[config.mk]
export PLATFORM = sky130hd
export DESIGN_NAME = scan8_ctrl_flat
export DESIGN_NICKNAME = d
export VERILOG_FILES = /design/src/rtl/scan8_if.sv /design/src/rtl/scan8_ctrl.sv /design/src/flat_wrapper.sv
export SDC_FILE = /design/constraint.sdc
export NUM_CORES = 1
export LEC_CHECK = 0
export BUFFER_PORTS_ARGS = -buffer_cell sky130_fd_sc_hd__buf_2
export CAP_MARGIN = 20
export CORE_UTILIZATION = 54
export DETAILED_ROUTE_END_ITERATION = 10
export PLACE_DENSITY = 0.8
export SYNTH_ARGS = -nofsm -noshare
export SYNTH_HDL_FRONTEND = slang
export SYNTH_SLANG_ARGS = --single-unit
export TNS_END_PERCENT = 30
[constraint.sdc]
create_clock -name clk -period 2.9 [get_ports clk]
set_clock_uncertainty 0.2 [all_clocks]
set_input_delay 0.435 -clock clk [delete_from_list [all_inputs] [get_ports clk]]
set_output_delay 0.435 -clock clk [all_outputs]
set_load 0.01 [all_outputs]
[src/rtl/scan8_if.sv]
// rtl/scan8_if.sv - host/selector-side signal bundle for the 8-digit scan controller
interface scan8_if;
  logic        en;
  logic        load;
  logic [31:0] data_in;
  logic [7:0]  blank_mask;
  logic [31:0] datain_o;
  logic [2:0]  sel;
  logic [7:0]  an_n;
  logic        pending;
  logic        frame_done;

  modport master (
    output en, load, data_in, blank_mask,
    input  datain_o, sel, an_n, pending, frame_done
  );

  modport slave (
    input  en, load, data_in, blank_mask,
    output datain_o, sel, an_n, pending, frame_done
  );
endinterface

[src/rtl/scan8_ctrl.sv]
// rtl/scan8_ctrl.sv - prescaled 8-digit scan driver with frame-boundary commit of a shadowed frame
module scan8_ctrl #(
  parameter int unsigned DIV   = 50000,
  parameter int unsigned BLANK = 8
) (
  input  logic   clk,
  input  logic   rst_n,
  scan8_if.slave bus
);
  localparam logic [15:0] DIV_LAST = 16'(DIV - 1);
  localparam logic [15:0] BLANK_W  = 16'(BLANK);

  logic [15:0] prescale;
  logic [2:0]  sel_q;
  logic [31:0] frame_q;
  logic [31:0] pend_reg;
  logic        pend_q;
  logic        done_q;
  logic [7:0]  an_q;
  logic        tick;
  logic        wrap;

  assign tick = bus.en && (prescale == DIV_LAST);
  assign wrap = tick && (sel_q == 3'd7);

  always_ff @(posedge clk or negedge rst_n) begin
    if (!rst_n) begin
      prescale <= 16'd0;
      sel_q    <= 3'd0;
    end else if (bus.en) begin
      prescale <= tick ? 16'd0 : prescale + 16'd1;
      if (tick) sel_q <= sel_q + 3'd1;
    end
  end

  always_ff @(posedge clk or negedge rst_n) begin
    if (!rst_n) done_q <= 1'b0;
    else        done_q <= wrap;
  end

  // The displayed frame only moves on a wrap, so a scan never mixes two frames.
  always_ff @(posedge clk or negedge rst_n) begin
    if (!rst_n) begin
      frame_q  <= 32'd0;
      pend_reg <= 32'd0;
      pend_q   <= 1'b0;
    end else if (wrap) begin
      if (bus.load) begin
        frame_q <= bus.data_in;
        pend_q  <= 1'b0;
      end else if (pend_q) begin
        frame_q <= pend_reg;
        pend_q  <= 1'b0;
      end
    end else if (bus.load) begin
      pend_reg <= bus.data_in;
      pend_q   <= 1'b1;
    end
  end

  // Blank window at the start of each slot hides the sel/datain transition.
  always_comb begin
    an_q = 8'hFF;
    if (bus.en && (prescale >= BLANK_W) && !bus.blank_mask[sel_q])
      an_q[sel_q] = 1'b0;
  end

  assign bus.datain_o   = frame_q;
  assign bus.sel        = sel_q;
  assign bus.an_n       = an_q;
  assign bus.pending    = pend_q;
  assign bus.frame_done = done_q;
endmodule

[src/flat_wrapper.sv]
// flat-port wrapper written by rule: the top's interface ports become plain ports
module scan8_ctrl_flat 
#(
  parameter int unsigned DIV   = 50000,
  parameter int unsigned BLANK = 8
)
  (clk, rst_n, bus_en, bus_load, bus_data_in, bus_blank_mask, bus_datain_o, bus_sel, bus_an_n, bus_pending, bus_frame_done);
  scan8_if bus_i ();
  input  logic clk;
  input  logic rst_n;
  input wire logic [$bits(bus_i.en)-1:0] bus_en;
  input wire logic [$bits(bus_i.load)-1:0] bus_load;
  input wire logic [$bits(bus_i.data_in)-1:0] bus_data_in;
  input wire logic [$bits(bus_i.blank_mask)-1:0] bus_blank_mask;
  output wire logic [$bits(bus_i.datain_o)-1:0] bus_datain_o;
  output wire logic [$bits(bus_i.sel)-1:0] bus_sel;
  output wire logic [$bits(bus_i.an_n)-1:0] bus_an_n;
  output wire logic [$bits(bus_i.pending)-1:0] bus_pending;
  output wire logic [$bits(bus_i.frame_done)-1:0] bus_frame_done;
  assign bus_i.en = bus_en;
  assign bus_i.load = bus_load;
  assign bus_i.data_in = bus_data_in;
  assign bus_i.blank_mask = bus_blank_mask;
  assign bus_datain_o = bus_i.datain_o;
  assign bus_sel = bus_i.sel;
  assign bus_an_n = bus_i.an_n;
  assign bus_pending = bus_i.pending;
  assign bus_frame_done = bus_i.frame_done;
  scan8_ctrl #(.DIV(DIV), .BLANK(BLANK)) u_core (.clk(clk), .rst_n(rst_n), .bus(bus_i));
endmodule
==> impl_metrics.env, run 1 <==
export IMPL_run_status="finished, final reports clean"
export IMPL_drt_antenna_violating_nets=0
export IMPL_via_count=2867
export IMPL_ys_dominant_reg_cell="dfrtp_1"
export IMPL_max_slew_margin_rel_pct=61.9
export IMPL_critical_path_slowest_cell="or4b_2"
export IMPL_area_delta_synth_final_pct=20.0
export IMPL_final_nets=493
export IMPL_fin_crit_ns=2.81
export IMPL_synth_yosys_seq_area_share_pct=54.5
export IMPL_critPathMaxFanout=7
export IMPL_number_of_ports_placed_on_the_die_boundary=89
export IMPL_instances_no_fill=546
export IMPL_comb_power_share_pct=11.2
export IMPL_clkSlewWorstSetupHoldPaths_ns=0.09
export IMPL_critical_path_endpoint_type="output pin"
export IMPL_synth_yosys_warnings=0
export IMPL_synth_cell_types=35
export IMPL_report_final_hold_viol_count=0
export IMPL_cts_max_path_buffers=2
export IMPL_postCtsSetupBuffers=0
export IMPL_largest_net_degree_at_the_start_of_global_routing=66
export IMPL_cts_htree_levels=3
export IMPL_globalplace_congestion=0.857
export IMPL_maxSlewViolCount=0
export IMPL_io_buffers=88
export IMPL_setup_tns_final_ns=0
export IMPL_cell_at_the_root_of_the_clock_tree="clkbuf_8"
export IMPL_power_total_mw=2.45
export IMPL_cts_sink_count=85
export IMPL_swShare_pct=26.5
export IMPL_mostFrequentLayoutCells="buf_2 (87), dfrtp_1 (83), nand2_1 (40)"
export IMPL_track_usage_pct=22.8
export IMPL_cts_tree="built"
export IMPL_grt_antenna_before_repair=0
export IMPL_avgViaCountPerCell=5.25
export IMPL_post_synth_main_area_contributors="dfrtp_1 (55%), o2bb2ai_1 (7.2%), mux2_1 (5.8%)"
export IMPL_placeableCoreArea_sq_mm=0.00687
export IMPL_hold_ws_ns=0.135
export IMPL_cap_viol_max_count=0
export IMPL_crit_arrival_ns=2.18
export IMPL_drtIter0Drc=128
export IMPL_drt_drc_violations_left=0
export IMPL_rsz_0062_raised_after_global_routing="no"
export IMPL_postLayoutCoreUtil_pct=68.2
export IMPL_synth_cells=355
export IMPL_p_seq_share_pct=54.3
export IMPL_holdCritPathClass="in -> reg"
export IMPL_criticalPathCategory="reg -> out"
export IMPL_rows=30
export IMPL_internal_power_mw=1.80
export IMPL_synth_edff_count=0
export IMPL_clkLatencyLatePin_ns=0.36
export IMPL_starting_density_of_the_core_pct=56.8
export IMPL_detail_route_wirelength_um=7970
export IMPL_cts_inserted_buffers=9
export IMPL_synth_area_per_cell_sq_um=11.0
export IMPL_power_leakage_nw=2.43
export IMPL_place_detailed_hpwl_um=5390
export IMPL_drt_pass1_iter_count=4
export IMPL_critical_path_startpoint_type="flop"
export IMPL_die_w_um=87.0
export IMPL_timing_worst_slew_pin_value_ns=0.566
export IMPL_netlist_area_before_placement_sq_mm=0.00390
export IMPL_fmax_mhz=356
export IMPL_area_share_of_the_largest_cell_type_after_synthesis_pct=54.5
export IMPL_antenna_cells_inserted=0
export IMPL_post_place_cells=529
export IMPL_drt_wirelength_per_cell_um=14.6
export IMPL_layout_worst_path_cycle_share_pct=97.0
export IMPL_max_stage_delay_ns=0.64
export IMPL_p_clk_share_pct=34.5
export IMPL_synth_seq_cells=85
export IMPL_floorplan_die_height_um=87.0
export IMPL_netlist_top_cell_by_area="dfrtp_1"
export IMPL_total_switching_power_mw=0.648
export IMPL_grt_overflow=0
export IMPL_postSynth_asyncResetShare_pct=100
export IMPL_commonest_non_fill_non_tap_cell_in_the_layout="buf_2"
export IMPL_fillerInstances=528
export IMPL_power_density_mw_per_mm2=522
export IMPL_setup_viol_count_final=0
export IMPL_die_area_sq_mm=0.00757
export IMPL_grt_pass1_wl_um=13100
export IMPL_cell_chain_of_the_critical_path="mux2i_1, o311a_1, nand3b_1, or4b_2, buf_2"
export IMPL_timing_critical_path_required_ns=2.27
export IMPL_first_global_vias=2824
export IMPL_synth_nets=403
export IMPL_layout_drive_gt1_share_pct=30.2
export IMPL_vdd_drop_max_v=0.000284
worst max-delay path: cells and delay by family (launching register included):
family / cells / cell delay [ns]
AO/OA/AOI/OAI: 1 / 0.21
flip-flops: 1 / 0.42
multiplexers: 1 / 0.25
AND/OR/NAND/NOR: 2 / 0.78
buffers and inverters: 1 / 0.16
cells in the mapped netlist (all sizes together), types with 5 or more instances:
library cell,n
nand2,40
o21ai,34
xnor2,10
or3,7
nand3,8
nand4,5
nor2,14
inv,37
clkbuf,14
o2bb2ai,32
buf,6
nor4,5
dfrtp,85
mux2,34
kinds of logic (layout without fill, tap and decap cells):
logic type,after synthesis,count (layout),synth area share (%)
AND/OR/NAND/NOR,89,89,11.3
AO/OA/AOI/OAI,69,69,12.1
flip-flops,85,85,54.5
XOR/XNOR,14,14,3.14
buffers and inverters,57,152,6.12
multiplexers,37,37,11.5
adder cells (fa/ha/maj),4,4,1.28
path summary, 6_finish.rpt:
check,slack (ns),start,depth (start not counted),end
worst max-delay path,0.09,u_core.bus.sel[2],5,bus_an_n[2]
worst min-delay path,0.14,bus_data_in[18],3,u_core.pend_reg[18]
worst max register to register,0.14,u_core.prescale[11],5,u_core.bus.datain_o[23]
worst min register to register,0.29,u_core.bus.datain_o[31],1,u_core.bus.datain_o[31]
max in group asynchronous,1.48,rst_n,3,u_core.pend_reg[11]
min in group asynchronous,0.40,rst_n,2,u_core.bus.datain_o[6]
final cells by class:
type,count,area [sq um],area share [%]
flip-flops and latches,85,2130,45.5
multi-input cells,213,1540,32.9
repair buffers,99,553,11.8
clock buffers,11,141,3.02
inverters,37,139,2.96
well taps,96,120,2.56
clock inverters,5,58.8,1.26
stage by stage:
step           setup WS, ns  cell area, sq um
2_1_floorplan         0.361              3900
3_3_place_gp          0.290              4470
3_5_place_dp          0.148              4470
4_1_cts              0.0435              4680
5_1_grt              0.0109              4680
6_report             0.0879              4680
repair_timing:
action / CTS / global route
endpoints found under the hold margin: 39 / 0
endpoints found under the setup margin: 0 / 1
gates resized for setup: 0 / 2
hold buffers: 1 / 0
routing by layer:
| layer | share of wire, % | global-route usage, % |
|---|---|---|
| met5 | 0 | 0 |
| met4 | 2.3 | 11.2 |
| met3 | 4.0 | 4.36 |
| met2 | 48 | 37.4 |
| met1 | 46 | 29.2 |
power groups by stage:
stage | clock [mW] | sequential (mW) | combinational [mW]
final | 0.844 | 1.33 | 0.273
after floorplan | 0 | 1.33 | 0.171
after global placement | 0 | 1.35 | 0.257
after CTS | 0.869 | 1.33 | 0.277
after detailed placement | 0 | 1.35 | 0.272
after global routing | 0.906 | 1.34 | 0.311
Power figures use the tool's default switching activity.
==> inputs of run 2 (changes only) <==
- ABC_CLOCK_PERIOD_IN_PS: not set -> 2900
- CORE_ASPECT_RATIO: not set -> 1.75
==> impl_metrics.env, run 2 (synthesis results as in run 1) <==
export IMPL_avgViaCountPerCell=5.54
export IMPL_cell_chain_of_the_critical_path="mux2i_1, o311a_1, nand3b_1, or4b_2, buf_2"
export IMPL_detail_route_wirelength_um=8250
export IMPL_postCtsSetupBuffers=0
export IMPL_cts_tree="built"
export IMPL_setup_viol_count_final=0
export IMPL_globalplace_congestion=0.821
export IMPL_critical_path_endpoint_type="output pin"
export IMPL_layout_drive_gt1_share_pct=29.9
export IMPL_cap_viol_max_count=0
export IMPL_drt_pass1_iter_count=4
export IMPL_fin_crit_ns=2.77
export IMPL_grt_pass1_wl_um=13600
export IMPL_worst_r2r_startpoint="u_core.prescale[0]"
export IMPL_track_usage_pct=23.9
export IMPL_postLayoutCoreUtil_pct=68.8
export IMPL_worstReg2RegEnd="u_core.bus.datain_o[31]"
export IMPL_commonest_non_fill_non_tap_cell_in_the_layout="buf_2"
export IMPL_vdd_drop_max_v=0.000495
export IMPL_post_place_cells=518
export IMPL_instances_no_fill=535
export IMPL_number_of_ports_placed_on_the_die_boundary=89
export IMPL_report_final_hold_viol_count=0
export IMPL_clkLatencyLatePin_ns=0.34
export IMPL_drtIter0Drc=197
export IMPL_critical_path_slowest_cell="or4b_2"
export IMPL_fmax_mhz=361
export IMPL_cell_at_the_root_of_the_clock_tree="clkbuf_16"
export IMPL_min_delay_path_depth=3
export IMPL_swShare_pct=25.0
export IMPL_starting_density_of_the_core_pct=56.5
export IMPL_cts_inserted_buffers=9
export IMPL_whs_endpoint="u_core.pend_reg[13]"
export IMPL_rrSetupSlack_ns=0.19
export IMPL_die_w_um=66.3
export IMPL_mostFrequentLayoutCells="buf_2 (87), dfrtp_1 (85), nand2_1 (40)"
export IMPL_critPathMaxFanout=7
export IMPL_first_global_vias=2973
export IMPL_drt_drc_violations_left=0
export IMPL_max_stage_delay_ns=0.65
export IMPL_cts_sink_count=85
export IMPL_timing_hold_worst_start="bus_data_in[13]"
export IMPL_crit_arrival_ns=2.13
export IMPL_maxSlewViolCount=0
export IMPL_clkSlewWorstSetupHoldPaths_ns=0.06
export IMPL_final_nets=494
export IMPL_die_area_sq_mm=0.00758
export IMPL_area_delta_synth_final_pct=21.8
export IMPL_internal_power_mw=2.00
export IMPL_layout_worst_path_cycle_share_pct=95.5
export IMPL_place_detailed_hpwl_um=5520
export IMPL_critical_path_buf_inv_count=1
export IMPL_holdCritPathClass="in -> reg"
export IMPL_floorplan_die_height_um=114
export IMPL_via_count=2965
export IMPL_worst_r2r_path_depth=6
export IMPL_drt_antenna_violating_nets=0
export IMPL_drt_wirelength_per_cell_um=15.4
export IMPL_p_seq_share_pct=50.0
export IMPL_criticalPathCategory="reg -> out"
export IMPL_comb_power_share_pct=10.2
export IMPL_hold_ws_ns=0.168
export IMPL_run_status="finished, final reports clean"
export IMPL_cts_htree_levels=3
export IMPL_timing_critical_path_required_ns=2.27
export IMPL_rsz_0062_raised_after_global_routing="no"
export IMPL_grt_antenna_before_repair=0
export IMPL_p_clk_share_pct=39.8
export IMPL_io_buffers=88
export IMPL_rows=40
export IMPL_power_leakage_nw=2.48
export IMPL_max_slew_margin_rel_pct=61.5
export IMPL_antenna_cells_inserted=0
export IMPL_placeableCoreArea_sq_mm=0.00691
export IMPL_grt_overflow=0
export IMPL_critical_path_top_delay_family="simple AND/OR/NAND/NOR gates"
export IMPL_cts_max_path_buffers=2
export IMPL_power_total_mw=2.67
export IMPL_total_switching_power_mw=0.668
export IMPL_largest_net_degree_at_the_start_of_global_routing=86
export IMPL_timing_worst_slew_pin_value_ns=0.578
export IMPL_critical_path_startpoint_type="flop"
export IMPL_setup_tns_final_ns=0
export IMPL_power_density_mw_per_mm2=561
[run 2: layer usage]
layer	routed length [um]	global-route usage, %	vias up
met5	0	0	-
met4	147	11.1	0
met3	317	4.98	11
met2	4410	40.5	86
met1	3380	28.5	1470
li1	-	-	1398
[run 2: how the worst max path moves through the flow]
stage	from	end	cells after the start
finish	u_core.bus.sel[2]	bus_an_n[2]	5
global route	u_core.bus.sel[2]	bus_an_n[2]	5
CTS	u_core.bus.sel[0]	bus_an_n[2]	5
detailed placement	u_core.prescale[1]	u_core.bus.datain_o[27]	6
global placement	u_core.prescale[0]	u_core.bus.datain_o[27]	6
floorplan	bus_en	u_core.bus.datain_o[11]	7
[run 2: final cells by class]
type                    instances  area (sq um)
flip-flops and latches         85          2130
inverters                      37           139
multi-input cells             213          1540
repair buffers                100           561
well taps                      84           105
clock inverters                 4          22.5
fillers                       508          2150
clock buffers                  12           256
[run 2: timing repair]
item | in CTS | in global routing
resized for setup | 0 | 0
hold buffers | 1 | 0
endpoints found under the hold margin | 85 | 0
[run 2: per-stage QoR]
stage	worst slack (ns)	instance area, sq um
2_1_floorplan	0.361	3900
3_3_place_gp	0.272	4460
3_5_place_dp	0.200	4460
4_1_cts	0.103	4750
5_1_grt	0.0382	4750
6_report	0.130	4750
[run 2: worst min-delay path, delay by kind of cell]
family / cells / cell delay [ns]
buffers and inverters: 1 / 0.10
and+or+nand+nor: 1 / 0.07
AOI/OAI and AO/OA: 1 / 0.07
[run 2: power groups by stage]
stage               clock (mW)  combinational, mW  sequential, mW
CTS                       1.08              0.276            1.33
finish                    1.06              0.272            1.33
global route              1.13              0.308            1.34
detailed placement           0              0.271            1.35
global placement             0              0.256            1.35
floorplan                    0              0.171            1.33
==> inputs of run 3 (changes only) <==
- RECOVER_POWER: not set -> 100
- SLEW_MARGIN: not set -> 5
==> impl_metrics.env, run 3 (synthesis results as in run 1) <==
export IMPL_run_status="finished, final reports clean"
export IMPL_first_global_vias=2973
export IMPL_timing_critical_path_required_ns=2.27
export IMPL_placeableCoreArea_sq_mm=0.00691
export IMPL_grt_pass1_wl_um=13600
export IMPL_cap_viol_max_count=0
export IMPL_power_density_mw_per_mm2=576
export IMPL_die_w_um=66.3
export IMPL_crit_arrival_ns=2.14
export IMPL_layout_drive_gt1_share_pct=17.3
export IMPL_critical_path_startpoint_type="flop"
export IMPL_drt_drc_violations_left=0
export IMPL_grt_antenna_before_repair=0
export IMPL_place_worst_setup_slack_ns=0.200
export IMPL_drt_wirelength_per_cell_um=15.5
export IMPL_commonest_non_fill_non_tap_cell_in_the_layout="dfrtp_1"
export IMPL_drtIter0Drc=239
export IMPL_timing_critical_path_to="bus_an_n[2]"
export IMPL_clkLatencyLatePin_ns=0.34
export IMPL_cts_inserted_buffers=9
export IMPL_fin_crit_ns=2.77
export IMPL_maxSlewViolCount=0
export IMPL_setup_slack_ns=0.129
export IMPL_place_detailed_hpwl_um=5520
export IMPL_starting_density_of_the_core_pct=56.5
export IMPL_clkSlewWorstSetupHoldPaths_ns=0.06
export IMPL_max_slew_margin_rel_pct=24.1
export IMPL_final_seq_area_sq_mm=0.00213
export IMPL_cts_tree="built"
export IMPL_holdCritPathClass="in -> reg"
export IMPL_multi_input_comb_area_sq_mm=0.00150
export IMPL_worst_setup_path_startpoint="u_core.bus.sel[0]"
export IMPL_vdd_drop_max_v=0.000499
export IMPL_cts_max_path_buffers=2
export IMPL_largest_net_degree_at_the_start_of_global_routing=86
export IMPL_io_buffers=88
export IMPL_number_of_ports_placed_on_the_die_boundary=89
export IMPL_rows=40
export IMPL_postCtsSetupBuffers=0
export IMPL_setup_tns_final_ns=0
export IMPL_cts_sink_count=85
export IMPL_drt_antenna_violating_nets=0
export IMPL_criticalPathCategory="reg -> out"
export IMPL_fmax_mhz=361
export IMPL_track_usage_pct=23.9
export IMPL_floorplan_die_height_um=114
export IMPL_worst_r2r_path_depth=6
export IMPL_rrSetupSlack_ns=0.15
export IMPL_fillerInstances=552
export IMPL_critPathMaxFanout=11
export IMPL_grt_overflow=0
export IMPL_instances_no_fill=535
export IMPL_via_count=2958
export IMPL_globalplace_congestion=0.821
export IMPL_post_place_cells=518
export IMPL_avgViaCountPerCell=5.53
export IMPL_setup_viol_count_final=0
export IMPL_rsz_0062_raised_after_global_routing="no"
export IMPL_drt_pass1_iter_count=4
export IMPL_layout_worst_path_cycle_share_pct=95.6
export IMPL_die_area_sq_mm=0.00758
export IMPL_worst_r2r_startpoint="u_core.prescale[1]"
export IMPL_detail_route_wirelength_um=8290
export IMPL_area_delta_synth_final_pct=18.4
export IMPL_worstReg2RegEnd="u_core.bus.datain_o[19]"
export IMPL_mostFrequentLayoutCells="dfrtp_1 (85), clkbuf_1 (47), buf_2 (42)"
export IMPL_antenna_cells_inserted=0
export IMPL_cts_htree_levels=3
export IMPL_power_leakage_nw=2.27
export IMPL_critical_path_endpoint_type="output pin"
export IMPL_final_nets=494
export IMPL_report_final_hold_viol_count=0
export IMPL_timing_worst_slew_pin_value_ns=1.14
export IMPL_cell_at_the_root_of_the_clock_tree="clkbuf_16"
[run 3: cell count changes in the layout (fill, tap and decap cells not counted), moves of 3 or more]
| cell | change |
|---|---|
| mux2_1 | +10 |
| buf_4 | -5 |
| buf_2 | -45 |
| clkbuf_2 | +3 |
| clkbuf_1 | +46 |
| mux2_4 | -10 |
[run 3: layout make-up]
class,instances,area share [%]
flip-flops and latches,85,46.0
multi-input cells,213,32.5
repair buffers,100,10.2
clock buffers,12,5.55
inverters,37,3.00
well taps,84,2.27
clock inverters,4,0.487
[run 3: how the worst min path moves through the flow]
stage                   startpoint                endpoint  slack [ns]  cells past startpoint
2_1_floorplan                rst_n  u_core.bus.datain_o[0]       -0.06                      0
3_3_place_gp   u_core.pend_reg[27]     u_core.pend_reg[27]        0.27                      1
3_5_place_dp   u_core.pend_reg[24]     u_core.pend_reg[24]        0.27                      1
4_1_cts            bus_data_in[30]     u_core.pend_reg[30]        0.16                      3
5_1_grt            bus_data_in[10]     u_core.pend_reg[10]        0.18                      3
6_report           bus_data_in[13]     u_core.pend_reg[13]        0.17                      3
[run 3: report_power, final]
part	internal, mW	switching (mW)	leakage (nW)
Sequential	1.26	0.0747	1.11
Clock	0.622	0.441	0.138
Combinational	0.114	0.152	1.02
Total	2.00	0.668	2.27
[run 3: through the flow]
stage / total power, mW / cell area [sq um] / util, % / hold WS [ns]
final: 2.66 / 4620 / 66.9 / 0.166
after global routing: 2.78 / 4620 / 66.9 / 0.183
after CTS: 2.69 / 4750 / 68.8 / 0.160
after detailed placement: 1.62 / 4460 / 64.6 / 0.274
after global placement: 1.60 / 4460 / 64.6 / 0.270
after floorplan: 1.51 / 3900 / - / -0.0606
[run 3: worst max-delay path: stages, from the launching register on]
cell	delay (ns)
dfrtp_1	0.51
nand4b_1	0.16
o311a_1	0.19
nand3b_1	0.14
or4b_2	0.65
clkbuf_2	0.15
[run 3: repair_timing]
action	CTS	global route
resized for setup	0	0
hold endpoints to repair	85	0
endpoints found under the setup margin	0	0
hold buffers	1	0
[run 3: per-layer routing]
| layer | track usage, % | vias to the layer above | part of all wire, % |
|---|---|---|---|
| met3 | 4.98 | 11 | 4.2 |
| met2 | 40.5 | 88 | 53 |
| met1 | 28.5 | 1455 | 41 |
| li1 | - | 1404 | - |
| met4 | 11.1 | 0 | 1.8 |
| met5 | 0 | - | 0 |
